File: src/rtl/l1_miss_ctrl_if.sv
// l1_miss_ctrl_if: all miss-sequencer buses (lookup, replacement, tag/data arrays, write-back, memory, perf).
// master = the miss controller, slave = the surrounding cache/memory environment.
interface l1_miss_ctrl_if #(
    parameter int NUM_SETS    = 64,
    parameter int NUM_WAYS    = 4,
    parameter int INDEX_BITS  = $clog2(NUM_SETS),
    parameter int WAY_BITS    = (NUM_WAYS > 1) ? $clog2(NUM_WAYS) : 1,
    parameter int DATA_W      = 32,
    parameter int LINE_BEATS  = 4,
    parameter int ADDR_W      = 32,
    parameter int OFFSET_BITS = $clog2(LINE_BEATS * DATA_W / 8),
    parameter int TAG_BITS    = ADDR_W - INDEX_BITS - OFFSET_BITS
);
    localparam int BEAT_BITS = $clog2(LINE_BEATS);

    logic                  miss_valid;
    logic                  miss_ready;
    logic [INDEX_BITS-1:0] miss_index;
    logic [TAG_BITS-1:0]   miss_tag;
    logic                  miss_done;

    logic [INDEX_BITS-1:0] repl_index;
    logic [WAY_BITS-1:0]   repl_victim_way;
    logic                  repl_update_en;
    logic [WAY_BITS-1:0]   repl_update_way;

    logic                  meta_rd_en;
    logic [INDEX_BITS-1:0] meta_rd_index;
    logic [WAY_BITS-1:0]   meta_rd_way;
    logic                  victim_valid;
    logic                  victim_dirty;
    logic [TAG_BITS-1:0]   victim_tag;
    logic                  meta_wr_en;
    logic [INDEX_BITS-1:0] meta_wr_index;
    logic [WAY_BITS-1:0]   meta_wr_way;
    logic [TAG_BITS-1:0]   meta_wr_tag;
    logic                  meta_wr_valid;
    logic                  meta_wr_dirty;

    logic                  evict_valid;
    logic                  evict_ready;
    logic [ADDR_W-1:0]     evict_addr;
    logic [WAY_BITS-1:0]   evict_way;

    logic                  mem_req_valid;
    logic                  mem_req_ready;
    logic [ADDR_W-1:0]     mem_req_addr;
    logic                  mem_rsp_valid;
    logic                  mem_rsp_ready;
    logic [DATA_W-1:0]     mem_rsp_data;

    logic                  data_wr_en;
    logic [INDEX_BITS-1:0] data_wr_index;
    logic [WAY_BITS-1:0]   data_wr_way;
    logic [BEAT_BITS-1:0]  data_wr_beat;
    logic [DATA_W-1:0]     data_wr_data;

    logic [31:0]           perf_miss_cnt;
    logic [31:0]           perf_evict_cnt;

    modport master (
        input  miss_valid, miss_index, miss_tag,
        output miss_ready, miss_done,
        output repl_index, repl_update_en, repl_update_way,
        input  repl_victim_way,
        output meta_rd_en, meta_rd_index, meta_rd_way,
        input  victim_valid, victim_dirty, victim_tag,
        output meta_wr_en, meta_wr_index, meta_wr_way, meta_wr_tag, meta_wr_valid, meta_wr_dirty,
        output evict_valid, evict_addr, evict_way,
        input  evict_ready,
        output mem_req_valid, mem_req_addr, mem_rsp_ready,
        input  mem_req_ready, mem_rsp_valid, mem_rsp_data,
        output data_wr_en, data_wr_index, data_wr_way, data_wr_beat, data_wr_data,
        output perf_miss_cnt, perf_evict_cnt
    );

    modport slave (
        output miss_valid, miss_index, miss_tag,
        input  miss_ready, miss_done,
        input  repl_index, repl_update_en, repl_update_way,
        output repl_victim_way,
        input  meta_rd_en, meta_rd_index, meta_rd_way,
        output victim_valid, victim_dirty, victim_tag,
        input  meta_wr_en, meta_wr_index, meta_wr_way, meta_wr_tag, meta_wr_valid, meta_wr_dirty,
        input  evict_valid, evict_addr, evict_way,
        output evict_ready,
        input  mem_req_valid, mem_req_addr, mem_rsp_ready,
        output mem_req_ready, mem_rsp_valid, mem_rsp_data,
        input  data_wr_en, data_wr_index, data_wr_way, data_wr_beat, data_wr_data,
        input  perf_miss_cnt, perf_evict_cnt
    );
endinterface

File: src/rtl/l1_miss_ctrl.sv
// l1_miss_ctrl: one-at-a-time L1 miss sequencer (victim read, dirty evict, beat refill, tag commit); clean miss
// ready again 8 cycles after accept, stalls on evict_ready/mem_req_ready/beat gaps. Macro L1_MISS_PERF_EN adds counters.
module l1_miss_ctrl #(
    parameter int NUM_SETS    = 64,
    parameter int NUM_WAYS    = 4,
    parameter int INDEX_BITS  = $clog2(NUM_SETS),
    parameter int WAY_BITS    = (NUM_WAYS > 1) ? $clog2(NUM_WAYS) : 1,
    parameter int DATA_W      = 32,
    parameter int LINE_BEATS  = 4,
    parameter int ADDR_W      = 32,
    parameter int OFFSET_BITS = $clog2(LINE_BEATS * DATA_W / 8),
    parameter int TAG_BITS    = ADDR_W - INDEX_BITS - OFFSET_BITS
) (
    input logic            clk,
    input logic            rst,
    l1_miss_ctrl_if.master bus
);
    localparam int                   BEAT_BITS = $clog2(LINE_BEATS);
    localparam logic [BEAT_BITS-1:0] LAST_BEAT = BEAT_BITS'(LINE_BEATS - 1);

    typedef enum logic [2:0] {
        S_IDLE,
        S_META_RD,
        S_EVICT,
        S_REFILL_REQ,
        S_REFILL_DATA,
        S_COMMIT
    } state_t;

    state_t                r_state;
    state_t                w_next_state;
    logic [INDEX_BITS-1:0] r_index;
    logic [TAG_BITS-1:0]   r_tag;
    logic [TAG_BITS-1:0]   r_victim_tag;
    logic [WAY_BITS-1:0]   r_way;
    logic [BEAT_BITS-1:0]  r_beat;
    logic                  w_accept;
    logic                  w_beat;

    assign w_accept = (r_state == S_IDLE) && bus.miss_valid;
    assign w_beat   = (r_state == S_REFILL_DATA) && bus.mem_rsp_valid;

    always_ff @(posedge clk) begin
        if (rst) begin
            r_state <= S_IDLE;
        end else begin
            r_state <= w_next_state;
        end
    end

    // Victim tag is captured in META_RD because the array only presents it for that one cycle.
    always_ff @(posedge clk) begin
        if (rst) begin
            r_index      <= '0;
            r_tag        <= '0;
            r_victim_tag <= '0;
            r_way        <= '0;
            r_beat       <= '0;
        end else begin
            if (w_accept) begin
                r_index <= bus.miss_index;
                r_tag   <= bus.miss_tag;
                r_way   <= bus.repl_victim_way;
            end
            if (r_state == S_META_RD) begin
                r_victim_tag <= bus.victim_tag;
            end
            if (r_state == S_REFILL_REQ) begin
                r_beat <= '0;
            end else if (w_beat) begin
                r_beat <= r_beat + 1'b1;
            end
        end
    end

    always_comb begin
        w_next_state = r_state;
        case (r_state)
            S_IDLE:        if (bus.miss_valid) w_next_state = S_META_RD;
            S_META_RD:     w_next_state = (bus.victim_valid && bus.victim_dirty) ? S_EVICT : S_REFILL_REQ;
            S_EVICT:       if (bus.evict_ready) w_next_state = S_REFILL_REQ;
            S_REFILL_REQ:  if (bus.mem_req_ready) w_next_state = S_REFILL_DATA;
            S_REFILL_DATA: if (bus.mem_rsp_valid && (r_beat == LAST_BEAT)) w_next_state = S_COMMIT;
            S_COMMIT:      w_next_state = S_IDLE;
            default:       w_next_state = S_IDLE;
        endcase
    end

    always_comb begin
        bus.miss_ready      = 1'b0;
        bus.miss_done       = 1'b0;
        bus.repl_index      = r_index;
        bus.repl_update_en  = 1'b0;
        bus.repl_update_way = r_way;
        bus.meta_rd_en      = 1'b0;
        bus.meta_rd_index   = bus.miss_index;
        bus.meta_rd_way     = bus.repl_victim_way;
        bus.meta_wr_en      = 1'b0;
        bus.meta_wr_index   = r_index;
        bus.meta_wr_way     = r_way;
        bus.meta_wr_tag     = r_tag;
        bus.meta_wr_valid   = 1'b1;
        bus.meta_wr_dirty   = 1'b0;
        bus.evict_valid     = 1'b0;
        bus.evict_addr      = {r_victim_tag, r_index, {OFFSET_BITS{1'b0}}};
        bus.evict_way       = r_way;
        bus.mem_req_valid   = 1'b0;
        bus.mem_req_addr    = {r_tag, r_index, {OFFSET_BITS{1'b0}}};
        bus.mem_rsp_ready   = 1'b0;
        bus.data_wr_en      = 1'b0;
        bus.data_wr_index   = r_index;
        bus.data_wr_way     = r_way;
        bus.data_wr_beat    = r_beat;
        bus.data_wr_data    = bus.mem_rsp_data;
        case (r_state)
            S_IDLE: begin
                bus.miss_ready = 1'b1;
                bus.repl_index = bus.miss_index;
                bus.meta_rd_en = bus.miss_valid;
            end
            S_EVICT:       bus.evict_valid = 1'b1;
            S_REFILL_REQ:  bus.mem_req_valid = 1'b1;
            S_REFILL_DATA: begin
                bus.mem_rsp_ready = 1'b1;
                bus.data_wr_en    = bus.mem_rsp_valid;
            end
            S_COMMIT: begin
                bus.meta_wr_en     = 1'b1;
                bus.repl_update_en = 1'b1;
                bus.miss_done      = 1'b1;
            end
            default: ;
        endcase
    end

`ifdef L1_MISS_PERF_EN
    logic [31:0] r_perf_miss;
    logic [31:0] r_perf_evict;

    always_ff @(posedge clk) begin
        if (rst) begin
            r_perf_miss  <= '0;
            r_perf_evict <= '0;
        end else begin
            if ((r_state == S_COMMIT) && (r_perf_miss != 32'hFFFF_FFFF)) begin
                r_perf_miss <= r_perf_miss + 32'd1;
            end
            if ((r_state == S_EVICT) && bus.evict_ready && (r_perf_evict != 32'hFFFF_FFFF)) begin
                r_perf_evict <= r_perf_evict + 32'd1;
            end
        end
    end

    assign bus.perf_miss_cnt  = r_perf_miss;
    assign bus.perf_evict_cnt = r_perf_evict;
`else
    assign bus.perf_miss_cnt  = 32'd0;
    assign bus.perf_evict_cnt = 32'd0;
`endif
endmodule

File: src/flat_wrapper.sv
// flat-port wrapper written by rule: the top's interface ports become plain ports
module l1_miss_ctrl_flat 
#(
    parameter int NUM_SETS    = 64,
    parameter int NUM_WAYS    = 4,
    parameter int INDEX_BITS  = $clog2(NUM_SETS),
    parameter int WAY_BITS    = (NUM_WAYS > 1) ? $clog2(NUM_WAYS) : 1,
    parameter int DATA_W      = 32,
    parameter int LINE_BEATS  = 4,
    parameter int ADDR_W      = 32,
    parameter int OFFSET_BITS = $clog2(LINE_BEATS * DATA_W / 8),
    parameter int TAG_BITS    = ADDR_W - INDEX_BITS - OFFSET_BITS
)
  (clk, rst, bus_miss_valid, bus_miss_index, bus_miss_tag, bus_miss_ready, bus_miss_done, bus_repl_index, bus_repl_update_en, bus_repl_update_way, bus_repl_victim_way, bus_meta_rd_en, bus_meta_rd_index, bus_meta_rd_way, bus_victim_valid, bus_victim_dirty, bus_victim_tag, bus_meta_wr_en, bus_meta_wr_index, bus_meta_wr_way, bus_meta_wr_tag, bus_meta_wr_valid, bus_meta_wr_dirty, bus_evict_valid, bus_evict_addr, bus_evict_way, bus_evict_ready, bus_mem_req_valid, bus_mem_req_addr, bus_mem_rsp_ready, bus_mem_req_ready, bus_mem_rsp_valid, bus_mem_rsp_data, bus_data_wr_en, bus_data_wr_index, bus_data_wr_way, bus_data_wr_beat, bus_data_wr_data, bus_perf_miss_cnt, bus_perf_evict_cnt);
  l1_miss_ctrl_if #(.NUM_SETS(NUM_SETS), .NUM_WAYS(NUM_WAYS), .INDEX_BITS(INDEX_BITS), .WAY_BITS(WAY_BITS), .DATA_W(DATA_W), .LINE_BEATS(LINE_BEATS), .ADDR_W(ADDR_W), .OFFSET_BITS(OFFSET_BITS), .TAG_BITS(TAG_BITS)) bus_i ();
  input logic clk;
  input logic rst;
  input wire logic [$bits(bus_i.miss_valid)-1:0] bus_miss_valid;
  input wire logic [$bits(bus_i.miss_index)-1:0] bus_miss_index;
  input wire logic [$bits(bus_i.miss_tag)-1:0] bus_miss_tag;
  output wire logic [$bits(bus_i.miss_ready)-1:0] bus_miss_ready;
  output wire logic [$bits(bus_i.miss_done)-1:0] bus_miss_done;
  output wire logic [$bits(bus_i.repl_index)-1:0] bus_repl_index;
  output wire logic [$bits(bus_i.repl_update_en)-1:0] bus_repl_update_en;
  output wire logic [$bits(bus_i.repl_update_way)-1:0] bus_repl_update_way;
  input wire logic [$bits(bus_i.repl_victim_way)-1:0] bus_repl_victim_way;
  output wire logic [$bits(bus_i.meta_rd_en)-1:0] bus_meta_rd_en;
  output wire logic [$bits(bus_i.meta_rd_index)-1:0] bus_meta_rd_index;
  output wire logic [$bits(bus_i.meta_rd_way)-1:0] bus_meta_rd_way;
  input wire logic [$bits(bus_i.victim_valid)-1:0] bus_victim_valid;
  input wire logic [$bits(bus_i.victim_dirty)-1:0] bus_victim_dirty;
  input wire logic [$bits(bus_i.victim_tag)-1:0] bus_victim_tag;
  output wire logic [$bits(bus_i.meta_wr_en)-1:0] bus_meta_wr_en;
  output wire logic [$bits(bus_i.meta_wr_index)-1:0] bus_meta_wr_index;
  output wire logic [$bits(bus_i.meta_wr_way)-1:0] bus_meta_wr_way;
  output wire logic [$bits(bus_i.meta_wr_tag)-1:0] bus_meta_wr_tag;
  output wire logic [$bits(bus_i.meta_wr_valid)-1:0] bus_meta_wr_valid;
  output wire logic [$bits(bus_i.meta_wr_dirty)-1:0] bus_meta_wr_dirty;
  output wire logic [$bits(bus_i.evict_valid)-1:0] bus_evict_valid;
  output wire logic [$bits(bus_i.evict_addr)-1:0] bus_evict_addr;
  output wire logic [$bits(bus_i.evict_way)-1:0] bus_evict_way;
  input wire logic [$bits(bus_i.evict_ready)-1:0] bus_evict_ready;
  output wire logic [$bits(bus_i.mem_req_valid)-1:0] bus_mem_req_valid;
  output wire logic [$bits(bus_i.mem_req_addr)-1:0] bus_mem_req_addr;
  output wire logic [$bits(bus_i.mem_rsp_ready)-1:0] bus_mem_rsp_ready;
  input wire logic [$bits(bus_i.mem_req_ready)-1:0] bus_mem_req_ready;
  input wire logic [$bits(bus_i.mem_rsp_valid)-1:0] bus_mem_rsp_valid;
  input wire logic [$bits(bus_i.mem_rsp_data)-1:0] bus_mem_rsp_data;
  output wire logic [$bits(bus_i.data_wr_en)-1:0] bus_data_wr_en;
  output wire logic [$bits(bus_i.data_wr_index)-1:0] bus_data_wr_index;
  output wire logic [$bits(bus_i.data_wr_way)-1:0] bus_data_wr_way;
  output wire logic [$bits(bus_i.data_wr_beat)-1:0] bus_data_wr_beat;
  output wire logic [$bits(bus_i.data_wr_data)-1:0] bus_data_wr_data;
  output wire logic [$bits(bus_i.perf_miss_cnt)-1:0] bus_perf_miss_cnt;
  output wire logic [$bits(bus_i.perf_evict_cnt)-1:0] bus_perf_evict_cnt;
  assign bus_i.miss_valid = bus_miss_valid;
  assign bus_i.miss_index = bus_miss_index;
  assign bus_i.miss_tag = bus_miss_tag;
  assign bus_miss_ready = bus_i.miss_ready;
  assign bus_miss_done = bus_i.miss_done;
  assign bus_repl_index = bus_i.repl_index;
  assign bus_repl_update_en = bus_i.repl_update_en;
  assign bus_repl_update_way = bus_i.repl_update_way;
  assign bus_i.repl_victim_way = bus_repl_victim_way;
  assign bus_meta_rd_en = bus_i.meta_rd_en;
  assign bus_meta_rd_index = bus_i.meta_rd_index;
  assign bus_meta_rd_way = bus_i.meta_rd_way;
  assign bus_i.victim_valid = bus_victim_valid;
  assign bus_i.victim_dirty = bus_victim_dirty;
  assign bus_i.victim_tag = bus_victim_tag;
  assign bus_meta_wr_en = bus_i.meta_wr_en;
  assign bus_meta_wr_index = bus_i.meta_wr_index;
  assign bus_meta_wr_way = bus_i.meta_wr_way;
  assign bus_meta_wr_tag = bus_i.meta_wr_tag;
  assign bus_meta_wr_valid = bus_i.meta_wr_valid;
  assign bus_meta_wr_dirty = bus_i.meta_wr_dirty;
  assign bus_evict_valid = bus_i.evict_valid;
  assign bus_evict_addr = bus_i.evict_addr;
  assign bus_evict_way = bus_i.evict_way;
  assign bus_i.evict_ready = bus_evict_ready;
  assign bus_mem_req_valid = bus_i.mem_req_valid;
  assign bus_mem_req_addr = bus_i.mem_req_addr;
  assign bus_mem_rsp_ready = bus_i.mem_rsp_ready;
  assign bus_i.mem_req_ready = bus_mem_req_ready;
  assign bus_i.mem_rsp_valid = bus_mem_rsp_valid;
  assign bus_i.mem_rsp_data = bus_mem_rsp_data;
  assign bus_data_wr_en = bus_i.data_wr_en;
  assign bus_data_wr_index = bus_i.data_wr_index;
  assign bus_data_wr_way = bus_i.data_wr_way;
  assign bus_data_wr_beat = bus_i.data_wr_beat;
  assign bus_data_wr_data = bus_i.data_wr_data;
  assign bus_perf_miss_cnt = bus_i.perf_miss_cnt;
  assign bus_perf_evict_cnt = bus_i.perf_evict_cnt;
  l1_miss_ctrl #(.NUM_SETS(NUM_SETS), .NUM_WAYS(NUM_WAYS), .INDEX_BITS(INDEX_BITS), .WAY_BITS(WAY_BITS), .DATA_W(DATA_W), .LINE_BEATS(LINE_BEATS), .ADDR_W(ADDR_W), .OFFSET_BITS(OFFSET_BITS), .TAG_BITS(TAG_BITS)) u_core (.clk(clk), .rst(rst), .bus(bus_i));
endmodule
File: config.mk
export PLATFORM = sky130hd
export DESIGN_NAME = l1_miss_ctrl_flat
export DESIGN_NICKNAME = d
export VERILOG_FILES = /design/src/rtl/l1_miss_ctrl_if.sv /design/src/rtl/l1_miss_ctrl.sv /design/src/flat_wrapper.sv
export SDC_FILE = /design/constraint.sdc
export NUM_CORES = 1
export LEC_CHECK = 0
export CORE_AREA = 5 5 123 125
export CTS_BUF_LIST = sky130_fd_sc_hd__clkbuf_4
export DETAILED_ROUTE_END_ITERATION = 10
export DIE_AREA = 0 0 128 130
export PLACE_DENSITY = 0.78
export SYNTH_ARGS = -nofsm -noshare
export SYNTH_HDL_FRONTEND = slang
export SYNTH_SLANG_ARGS = --single-unit
File: constraint.sdc
create_clock -name clk -period 2.85 [get_ports clk]
set_input_delay 0.4275 -clock clk [delete_from_list [all_inputs] [get_ports clk]]
set_output_delay 0.4275 -clock clk [all_outputs]
set_load 0.05 [all_outputs]
==> results.json <==
{
  "finalPower_mw": 2.94,
  "period_needed_ns": 2.64,
  "grt_setup_unrepaired": "no",
  "min_delay_path_depth": 2,
  "muxShareOfSynthArea": 0.0228,
  "leakagePower_nw": 1.85,
  "initial_core_util": 0.247,
  "power_frac_clock": 0.195,
  "cts_root_buffer": "clkbuf_4",
  "first_iter_violations": 47,
  "finalClockSkew_ns": 0.0120,
  "io_pins": 321,
  "p_switching_mw": 1.39,
  "cts_buffers": 9,
  "yosys_warnings": 0,
  "antenna_left": 0,
  "rr_worst_depth": 5,
  "synth_cells": 435,
  "dp_hpwl_um": 7710,
  "die_area_um2": 16600,
  "vdd_drop_max_v": 0.000284,
  "synth-adder-area-share": 0.00367,
  "grt_max_degree": 31,
  "cts_sinks": 57,
  "syn_to_final_growth_pct": 34.7,
  "wl_per_cell_um": 13.9,
  "synthSimpleGateAreaFrac": 0.154,
  "drc_errors": 0,
  "synth_flop_cell": "dfxtp_1",
  "cts_tree": "built",
  "cts.clk_slew.worst_paths_ns": 0.10,
  "required_ns": 2.42,
  "die_x_um": 128,
  "p_comb_frac": 0.487,
  "async_flop_share": 0,
  "setup_violations": 0,
  "yosys.cell_types.count": 30,
  "core-area_um2": 13800,
  "synth-compound-area-share": 0.0904,
  "postCtsHoldBufs": 0,
  "synth_top_family_by_area": "buffers and inverters",
  "grt_pass1_wl_um": 13600,
  "fmax_ghz": 0.378,
  "cp_max_fo": 13,
  "p_per_area_nw_per_um2": 641,
  "place_area_um2": 4450,
  "first_pass_iters": 4,
  "regToRegStartpoint": "u_core.r_state[2]",
  "stdcell_count": 709,
  "synth_area_um2": 3410,
  "grt_antenna_before_repair": 1,
  "drive_above_1_share": 0.0606,
  "synth-xor-area-share": 0.00257,
  "synth_seq_area_share": 0.335,
  "synth-seq-cells": 57,
  "critPathLaunch": "u_core.r_state[2]",
  "grt_remaining_overflow": 0,
  "post-cts-setup-buffers": 0,
  "min_path_type": "input pin to flop",
  "fin_crit_sh": 0.928,
  "rrSetupSlack_ns": 1.04,
  "crit_arrival_ns": 2.22,
  "place_inst": 693,
  "nets": 617,
  "vias_per_cell": 3.87,
  "critPathKind": "flop to output pin",
  "drv_cap": 0,
  "vias": 2741,
  "swShare": 0.474,
  "hold_viol": 0,
  "cts_resized": 0,
  "whs_endpoint": "u_core.bus.meta_wr_tag[4]",
  "power.internal_mw": 1.55,
  "timing.setup.tns_ns": 0,
  "syn_area_per_cell_um2": 7.83,
  "track_usage": 0.108,
  "h-tree-depth": 3,
  "p_seq_frac": 0.318,
  "grt_pass1_vias": 2526,
  "layout_commonest_cell": "clkdlybuf4s50_1",
  "endpoint_kind": "output pin",
  "start_kind": "flop",
  "die_h_um": 130,
  "r2r-end": "u_core.bus.meta_wr_tag[15]",
  "worst_pin_slew_ns": 0.561,
  "status": "finished clean",
  "clk_latency_ns": 0.41,
  "relSlewSlack": 0.625,
  "cts_buffer_depth": 2,
  "num_rows": 43,
  "port_buffers": 182,
  "slew_violations": 0,
  "synth_enable_flop_cells": 0,
  "final_area_um2": 4590,
  "min_from": "rst",
  "layout_common_cells": "clkdlybuf4s50_1, nand2_1, conb_1, dfxtp_1, a21oi_1",
  "place_congestion": 0.739,
  "wl_um": 9840
}
==> power by group through the flow <==
stage / sequential, mW / clock, mW / combinational, mW
2_1_floorplan: 1.17 / 0 / 1.06
3_3_place_gp: 0.952 / 0 / 1.44
3_5_place_dp: 0.957 / 0 / 1.44
4_1_cts: 0.937 / 0.623 / 1.45
5_1_grt: 0.951 / 0.656 / 1.50
6_report: 0.936 / 0.573 / 1.43
==> per-layer routing <==
layer  routed length (um)  share of wire  GRT usage  vias to the layer above
li1                     -              -          -                     1320
met1                 3300           0.34      0.104                     1227
met2                 4920           0.50      0.186                      162
met3                 1240           0.13     0.0524                       32
met4                  383          0.039     0.0699                        0
met5                    0              0          0                        -
==> how the worst max path moves through the flow <==
stage               slack (ns)                 to
finish                    0.21      bus_miss_done
global route              0.03      bus_miss_done
CTS                       0.02  bus_repl_index[3]
floorplan                 0.47  bus_repl_index[0]
detailed placement        0.43     bus_data_wr_en
global placement          0.42     bus_data_wr_en
==> synth_stat cells, drive strengths merged, types with 2 or more instances <==
master / n / area share
conb: 2 / 0.0022
clkbuf: 13 / 0.014
dfxtp: 57 / 0.34
a21oi: 53 / 0.078
nor2b: 2 / 0.0037
nor3b: 2 / 0.0044
mux2: 6 / 0.020
nor2: 4 / 0.0044
and2: 3 / 0.0055
buf: 169 / 0.37
nand2: 107 / 0.12
==> cell type report <==
cell class                      count  area (um2)
Clock inverter                      5        47.5
Inverter                            2        8.76
Clock buffer                       10        75.1
Sequential cell                    57        1140
Timing Repair Buffer              188        1870
Multi-Input combinational cell    266        1210
Antenna cell                        1        2.50
Tap cell                          180         225
Fill cell                        1474        9190
==> sequential cells by signal, indices dropped and copies added (netlist names) <==
| register | cells |
|---|---|
| u_core.bus.data_wr_beat | 2 |
| u_core.bus.meta_wr_tag | 22 |
| u_core.r_state | 3 |
| u_core.bus.data_wr_way | 2 |
| u_core.bus.data_wr_index | 6 |
| u_core.r_victim_tag | 22 |
==> worst max-delay path: stages (launching register included) <==
cell and delay (ns):
dfxtp_1 0.57, nor2b_1 0.23, and2_1 0.18, clkdlybuf4s50_1 0.82
==> cell families (layout without fill, tap and decap cells) <==
family / Yosys count / after routing
buffers and inverters: 184 / 205
and+or+nand+nor: 125 / 125
AOI/OAI and AO/OA: 58 / 58
DFF: 57 / 57
muxes: 7 / 7
other: 2 / 75
adders and majority gates: 1 / 1
xor gates and xnor gates: 1 / 1
==> stage by stage <==
stage | hold slack [ns] | setup WS (ns) | util
2_1_floorplan | 0.564 | 0.474 | -
3_3_place_gp | 0.441 | 0.423 | 0.323
3_5_place_dp | 0.446 | 0.428 | 0.323
4_1_cts | 0.346 | 0.0156 | 0.332
5_1_grt | 0.360 | 0.0348 | 0.333
6_report | 0.402 | 0.205 | 0.333
No activity file was read; power rests on OpenSTA's default activity.
